<file path="config.mk">
export PLATFORM = sky130hd
export DESIGN_NAME = ifconv_wb_buf
export DESIGN_NICKNAME = d
export VERILOG_FILES = /design/src/rtl/ifconv_wb_buf.sv
export SDC_FILE = /design/constraint.sdc
export NUM_CORES = 1
export LEC_CHECK = 0
export ABC_CLOCK_PERIOD_IN_PS = 8200
export CAP_MARGIN = 30
export CORE_ASPECT_RATIO = 1.1
export CORE_UTILIZATION = 53
export CTS_CLUSTER_DIAMETER = 150
export DETAILED_ROUTE_END_ITERATION = 16
export PLACE_DENSITY = 0.79
export SYNTH_ARGS = -nofsm -noshare
export SYNTH_HDL_FRONTEND = slang
export SYNTH_SLANG_ARGS = --single-unit
</file>
<file path="constraint.sdc">
create_clock -name clk -period 8.2 [get_ports clk]
set_clock_uncertainty 0.2 [all_clocks]
set_input_delay 0.82 -clock clk [delete_from_list [all_inputs] [get_ports clk]]
set_output_delay 0.82 -clock clk [all_outputs]
set_load 0.01 [all_outputs]
</file>
<file path="src/rtl/ifconv_wb_buf.sv">
// ifconv_wb_buf
//   Small writeback FIFO sitting after the integer-to-float converter. The
//   destination tag runs down a two-stage pipeline that follows the
//   converter's clkEn, so it lines up with cnv_res/cnv_alt. Completed results
//   are queued until the FP writeback port grants them.
//
//   Optional feature: define IFCONV_WB_BYPASS_EN to compile in an empty-FIFO
//   bypass (result presented on wb_* in the push cycle; not stored if granted).
//
// Ports
//   clk       in   clock, rising edge
//   rst       in   asynchronous reset, active low
//   clkEn     in   converter pipeline advance enable
//   en        in   conversion issue strobe (qualifies reg_tag)
//   reg_tag   in   destination tag [TAGW]
//   cnv_alt   in   converter result valid
//   cnv_res   in   converter result [82]
//   cnv_rtyp  in   converter result type [2]
//   wb_grant  in   writeback port granted this cycle
//   wb_req    out  head entry valid
//   wb_res    out  head result [82]   (zero when empty)
//   wb_rtyp   out  head type [2]      (zero when empty)
//   wb_tag    out  head tag [TAGW]    (zero when empty)
//   stall     out  upstream must not issue
//   ovf       out  sticky overflow flag, cleared by reset only
module ifconv_wb_buf #(
  parameter int DEPTH = 4,
  parameter int TAGW  = 9
) (
  input  logic            clk,
  input  logic            rst,
  input  logic            clkEn,
  input  logic            en,
  input  logic [TAGW-1:0] reg_tag,
  input  logic            cnv_alt,
  input  logic [81:0]     cnv_res,
  input  logic [1:0]      cnv_rtyp,
  input  logic            wb_grant,
  output logic            wb_req,
  output logic [81:0]     wb_res,
  output logic [1:0]      wb_rtyp,
  output logic [TAGW-1:0] wb_tag,
  output logic            stall,
  output logic            ovf
);

  localparam int PW = $clog2(DEPTH);
  localparam int CW = $clog2(DEPTH + 1);
  localparam int EW = 82 + 2 + TAGW;
  localparam logic [CW-1:0] FULL_LVL  = CW'(DEPTH);
  localparam logic [CW-1:0] STALL_LVL = CW'(DEPTH - 2);

  logic [TAGW-1:0] tag_r1, tag_r2;
  logic [PW-1:0]   wr_ptr, rd_ptr;
  logic [CW-1:0]   count;
  logic [EW-1:0]   mem [DEPTH];

  logic push, empty, full, store, fifo_pop, do_write;
  logic [EW-1:0] head;

  assign push     = cnv_alt & clkEn;
  assign empty    = (count == '0);
  assign full     = (count == FULL_LVL);
  // wb_req is never set by the FIFO while empty, so a grant there is ignored.
  assign fifo_pop = wb_grant & ~empty;

`ifdef IFCONV_WB_BYPASS_EN
  logic bypass;
  assign bypass = empty & push;
  // A bypassed result that is granted leaves straight away and is never queued.
  assign store  = push & ~(bypass & wb_grant);
`else
  assign store  = push;
`endif

  // At full, a push only lands if a pop frees the slot in the same edge.
  assign do_write = store & (~full | fifo_pop);
  assign head     = mem[rd_ptr];

  always_ff @(posedge clk or negedge rst) begin
    if (!rst) begin
      tag_r1 <= '0;
      tag_r2 <= '0;
    end else if (clkEn) begin
      // A slot without an issue carries a zero tag rather than stale bus data.
      tag_r1 <= en ? reg_tag : '0;
      tag_r2 <= tag_r1;
    end
  end

  always_ff @(posedge clk or negedge rst) begin
    if (!rst) begin
      wr_ptr <= '0;
      rd_ptr <= '0;
      count  <= '0;
      ovf    <= 1'b0;
    end else begin
      if (do_write) wr_ptr <= wr_ptr + 1'b1;
      if (fifo_pop) rd_ptr <= rd_ptr + 1'b1;
      case ({do_write, fifo_pop})
        2'b10:   count <= count + 1'b1;
        2'b01:   count <= count - 1'b1;
        default: count <= count;
      endcase
      if (store & full & ~fifo_pop) ovf <= 1'b1;
    end
  end

  always_ff @(posedge clk) begin
    if (do_write) mem[wr_ptr] <= {cnv_res, cnv_rtyp, tag_r2};
  end

  always_comb begin
    wb_req = ~empty;
    {wb_res, wb_rtyp, wb_tag} = empty ? '0 : head;
`ifdef IFCONV_WB_BYPASS_EN
    if (bypass) begin
      wb_req = 1'b1;
      {wb_res, wb_rtyp, wb_tag} = {cnv_res, cnv_rtyp, tag_r2};
    end
`endif
  end

  assign stall = (count >= STALL_LVL);

endmodule
</file>
Yosys cells after proc, flatten, opt, wreduce, memory -nomap -nowiden
Memories as Yosys holds them, arrays and structs flattened.
Index checks and enable logic that the tools add are counted.
Widths: inputs -> output; s select.
{"block": "word_totals", "regBits": 26, "latch_bits": 0, "ramBits": 372, "romBits": 0, "wordCells": 31, "memories": 1}
{"block": "classes", "add_sub_neg": 4, "n_mul": 0, "div_mod_pow": 0, "n_lt_le_gt_ge": 1, "eq_ne": 3, "n_shift": 0, "mux": 5, "n_bitwise": 9, "n_reduce_logical": 2}
{"name": "mem", "words": 4, "word_bits": 93, "rd": 1, "rd_clocked_by_memory_dff": 0, "write_ports": 1, "line": "56", "source": "logic [EW-1:0] mem [DEPTH];"}
{"op": "$mux 93", "n": 1}
{"op": "$mux 9", "n": 1}
{"op": "$pmux 3 s2", "n": 1}
{"op": "$and 1x1->1", "n": 5}
{"op": "$add 2x1->2 const B", "n": 2}
{"op": "$add 3x1->3 const B", "n": 1}
{"op": "$eq 3x3->1 const B", "n": 1}
{"op": "$ge 3x2->1 const B", "n": 1}
{"op": "$logic_not 3->1", "n": 1}
{"op": "$not 1->1", "n": 3}
{"op": "$sub 3x1->3 const B", "n": 1}
{"op": "$eq 2x1->1 const B", "n": 1}
{"op": "$eq 2x2->1 const B", "n": 1}
{"op": "$mux 1", "n": 2}
{"op": "$reduce_bool 2->1", "n": 1}
{"op": "$or 1x1->1", "n": 1}

Logic depth before layout (Yosys ltp)
{"block": "depth", "word_depth": 7, "ltp_mapped": 9, "depth_no_buf": 6}

Worst setup path before layout
Ideal clock, no wire load.
{"block": "synth_timing", "kind": "input-to-reg", "startpoint": "in cnv_alt", "endpoint": "mem mem[0][0] in the netlist's numbering, enable pin", "t_arrival_ns": 3.623, "required_ns": 7.538, "path_slack_ns": 3.915, "cell_stages": 4, "n_path_buf": 1, "cell_sequence": "clkbuf_1 -> nand2_1 -> nor2_1 -> and2_1"}
{"block": "synth_via", "elab_chain_cells": 4}
{"item": "from (decl)", "line": "35", "source": "input logic cnv_alt,"}
{"item": "$and 1x1->1", "line": "61", "source": "assign push = cnv_alt & clkEn;"}
{"item": "$and 1x1->1", "line": "77", "source": "assign do_write = store & (~full | fifo_pop);"}
{"item": "$mux 1", "line": "110", "source": "if (do_write) mem[wr_ptr] <= {cnv_res, cnv_rtyp, tag_r2};"}
{"item": "$mux 1 (implied by the code)", "line": "110"}
{"item": "to (decl)", "line": "56"}
No other way between the ends.

Worst setup path after layout
{"block": "layout_timing", "startpoint": "reg rd_ptr[0]", "endpoint": "out wb_res[63]"}
{"block": "layout_via", "elab_chain_cells": 2}
{"item": "from (decl)", "line": "54", "source": "logic [PW-1:0] wr_ptr, rd_ptr;"}
{"item": "from (signal assigned)", "line": "99", "source": "if (fifo_pop) rd_ptr <= rd_ptr + 1'b1;"}
{"item": "$mem_v2 4x93"}
{"item": "$mux 93", "line": "115", "source": "{wb_res, wb_rtyp, wb_tag} = empty ? '0 : head;"}
{"item": "to (decl)", "line": "40", "source": "output logic [81:0] wb_res,"}
No other way between the ends.

==> summary.md <==
| Metric | Value |
|---|---|
| Synthesized flop and latch total | 398 |
| Critical path type | flip-flop to primary output |
| VDD IR max | 0.255 mV |
| Syn nets | 813 |
| Met2 usage | 0.323 |
| Initial antenna violation count | 3 |
| Antenna Nets Post-Route | 0 |
| PnR worst setup slack | 3.93 ns |
| Setup bufs post-CTS | 0 |
| Area of the core | 28,600 sq um |
| CP required | 7.18 ns |
| Synth cell types | 35 |
| GRT busiest layer | met2 |
| Top-count cell post-synth | edfxtp_1 |
| Via count | 7,316 |
| Maxcap violations | 0 |
| Syn avg cell area | 21.7 sq um |
| TritonCTS clock tree | done |
| Final Slew Violations | 0 |
| Top Ports | 195 |
| TNS Setup | 0 ns |
| Site Rows | 65 |
| Grt ovf | 0 |
| Drt initial violations | 549 |
| CTS Buffer Depth | 3 |
| Met1 usage | 0.266 |
| Total GRT Usage | 0.197 |
| Slew margin rel. | 0.380 |
| Placer Congestion | 0.711 |
| Slowest CP cell | dfrtp_4 |
| Port buffer count | 194 |
| Post-route insts no fill | 1,313 |
| Mapped Area | 15,400 sq um |
| WHS | 0.263 ns |
| Vias per cell | 5.57 |
| CTS Buf Count | 38 |
| Clock Latency Late Sink | 0.51 ns |
| Number of remaining DRC errors | 0 |
| Synth top area share | 0.727 |
| Yosys warnings | 0 |
| WP data arrival | 3.25 ns |
| Crit start category | flip-flop |
| Worst Tran Pin Value | 0.930 ns |
| Die ar. | 29,700 sq um |
| Cells after Synth | 709 |
| RSZ-0062 raised after global routing | false |
| Fin crit share | 0.520 |
| Detailed Routing Iterations Pass 1 | 5 |
| Pre-CTS setup slack | 3.87 ns |
| # nets final | 1,019 |
| Avg WL per Cell | 21.4 um |
| Synth Flop Type | edfxtp_1 |
| Final core occ | 0.660 |
| Final Hold Viols | 0 |
| Clock Pin Slew Worst Setup and Hold Paths | 0.06 ns |
| Clock Tree Root | clkbuf_16 |
| First-pass GRT wire length | 43.6 mm |
| Layout cells sized above 1 | 0.188 |
| Status | completed |
| Worst hold path class | flip-flop to flip-flop |
| Dominant cells by area after synthesis | edfxtp_1 (73%), mux4_2 (14%), dfrtp_1 (4.2%) |
| Crit. End Element | primary output |
| Final wirelength | 28.1 mm |
| Largest net degree at the start of global routing | 88 |
| Chip height | 181 um |
| Most used cell, CP | buf_16 |
| Yosys top cell by area | edfxtp_1 |
| Number of synthesized flops with an enable pin | 372 |
| Initial Util | 0.537 |
| Number of global-route vias before repair | 7,692 |
| Clk sink count | 398 |
| R2R Setup Slk | 5.08 ns |
| Sequential fraction of the synthesis area | 0.769 |
| Minimum clock period | 4.27 ns |
| CTS H-Tree Depth | 2 |
| F_max | 234 MHz |
| Pwr per Cell Area | 345 nW/um^2 |
| CP max stage delay | 0.58 ns |
| Static leakage | 0.00623 uW |
| Die Span X | 164 um |
| Endpoints failing setup | 0 |
| CP Cell Sequence | buf_16 > buf_4 > buf_16 > mux4_2 > and2_1 > clkdlybuf4s50_1 |
| Hold buffers post-CTS | 0 |
| Top cells by count, synth | edfxtp_1 (372), and2_1 (98), mux4_2 (93) |
| Post-DP HPWL | 16.5 mm |
| Critical path fanouts, max | 46 |
| Cts repair resizes | 0 |
| Post-Place Cells | 1,242 |
| Met3 global-route usage | 0.0366 |
| Post-synth ARST share | 0.0653 |
| Area growth syn-to-layout | 23.0% |
-- critical path, delay by kind of cell (launching register included) --
| kind | cells | cell delay (ns) |
|---|---|---|
| buffers and inverters | 4 | 1.36 |
| flip-flops | 1 | 0.58 |
| multiplexers | 1 | 0.56 |
| AND/OR/NAND/NOR | 1 | 0.17 |
-- through the flow --
stage	area, sq um	power (uW)
after floorplan	15400	3930
after global placement	17600	4830
after detailed placement	17600	4910
after CTS	18900	6590
after global routing	18900	6830
final	18900	6520
-- final timing paths --
check                          start          to  cells after the start
max                        rd_ptr[0]  wb_res[63]                      6
min                              ovf         ovf                      1
max reg2reg                 count[1]  mem[0][91]                      4
min reg2reg                      ovf         ovf                      1
max in group asynchronous        rst   rd_ptr[1]                      2
min in group asynchronous        rst   tag_r1[1]                      2
-- cells in the final DEF, fill, tap and decap left out, types with 4 or more instances in the layout --
cell,count
edfxtp_1,372
clkdlybuf4s50_1,194
and2_1,94
mux4_2,93
clkbuf_16,43
dfrtp_1,24
inv_1,14
nand3_1,12
o21ai_0,10
mux2_2,10
clkbuf_1,10
buf_4,9
clkinv_1,6
clkinv_2,6
and2_4,4
ha_1,4
buf_16,4
-- layer usage --
metal,wire length [um],part of all wire,vias to the layer above
met5,17,0.00060,-
met4,753,0.027,2
met3,1710,0.061,49
met2,14200,0.50,221
met1,11500,0.41,3782
li1,-,-,3262
-- cell families after synthesis --
group | Yosys count | synth area share
adders and majority gates | 5 | 0.00456
DFF | 398 | 0.769
buffers and inverters | 55 | 0.0229
AOI/OAI and AO/OA | 21 | 0.00896
and+or+nand+nor | 124 | 0.0492
muxes | 103 | 0.144
xor gates and xnor gates | 3 | 0.00171
-- layout make-up --
type	instances	area (sq um)
diodes	2	5.00
clock buffers	55	1140
clock inverters	13	82.6
fillers	1917	9730
inverters	14	52.6
multi-input cells	256	3210
flip-flops and latches	398	11800
well taps	368	460
repair buffers	207	2120
-- registers in the layout (all words and copies together) (netlist names) --
register / cells
tag_r2: 9
tag_r1: 9
count: 3
ovf: 1
rd_ptr: 2
wr_ptr: 2
mem: 372
-- power breakdown --
group | leakage [uW] | switching [uW] | internal [uW] | total, uW
Clock | 0.000603 | 688 | 997 | 1690
Sequential | 0.00371 | 107 | 2470 | 2570
Combinational | 0.00191 | 976 | 1280 | 2260
No activity file was read; power rests on OpenSTA's default activity.
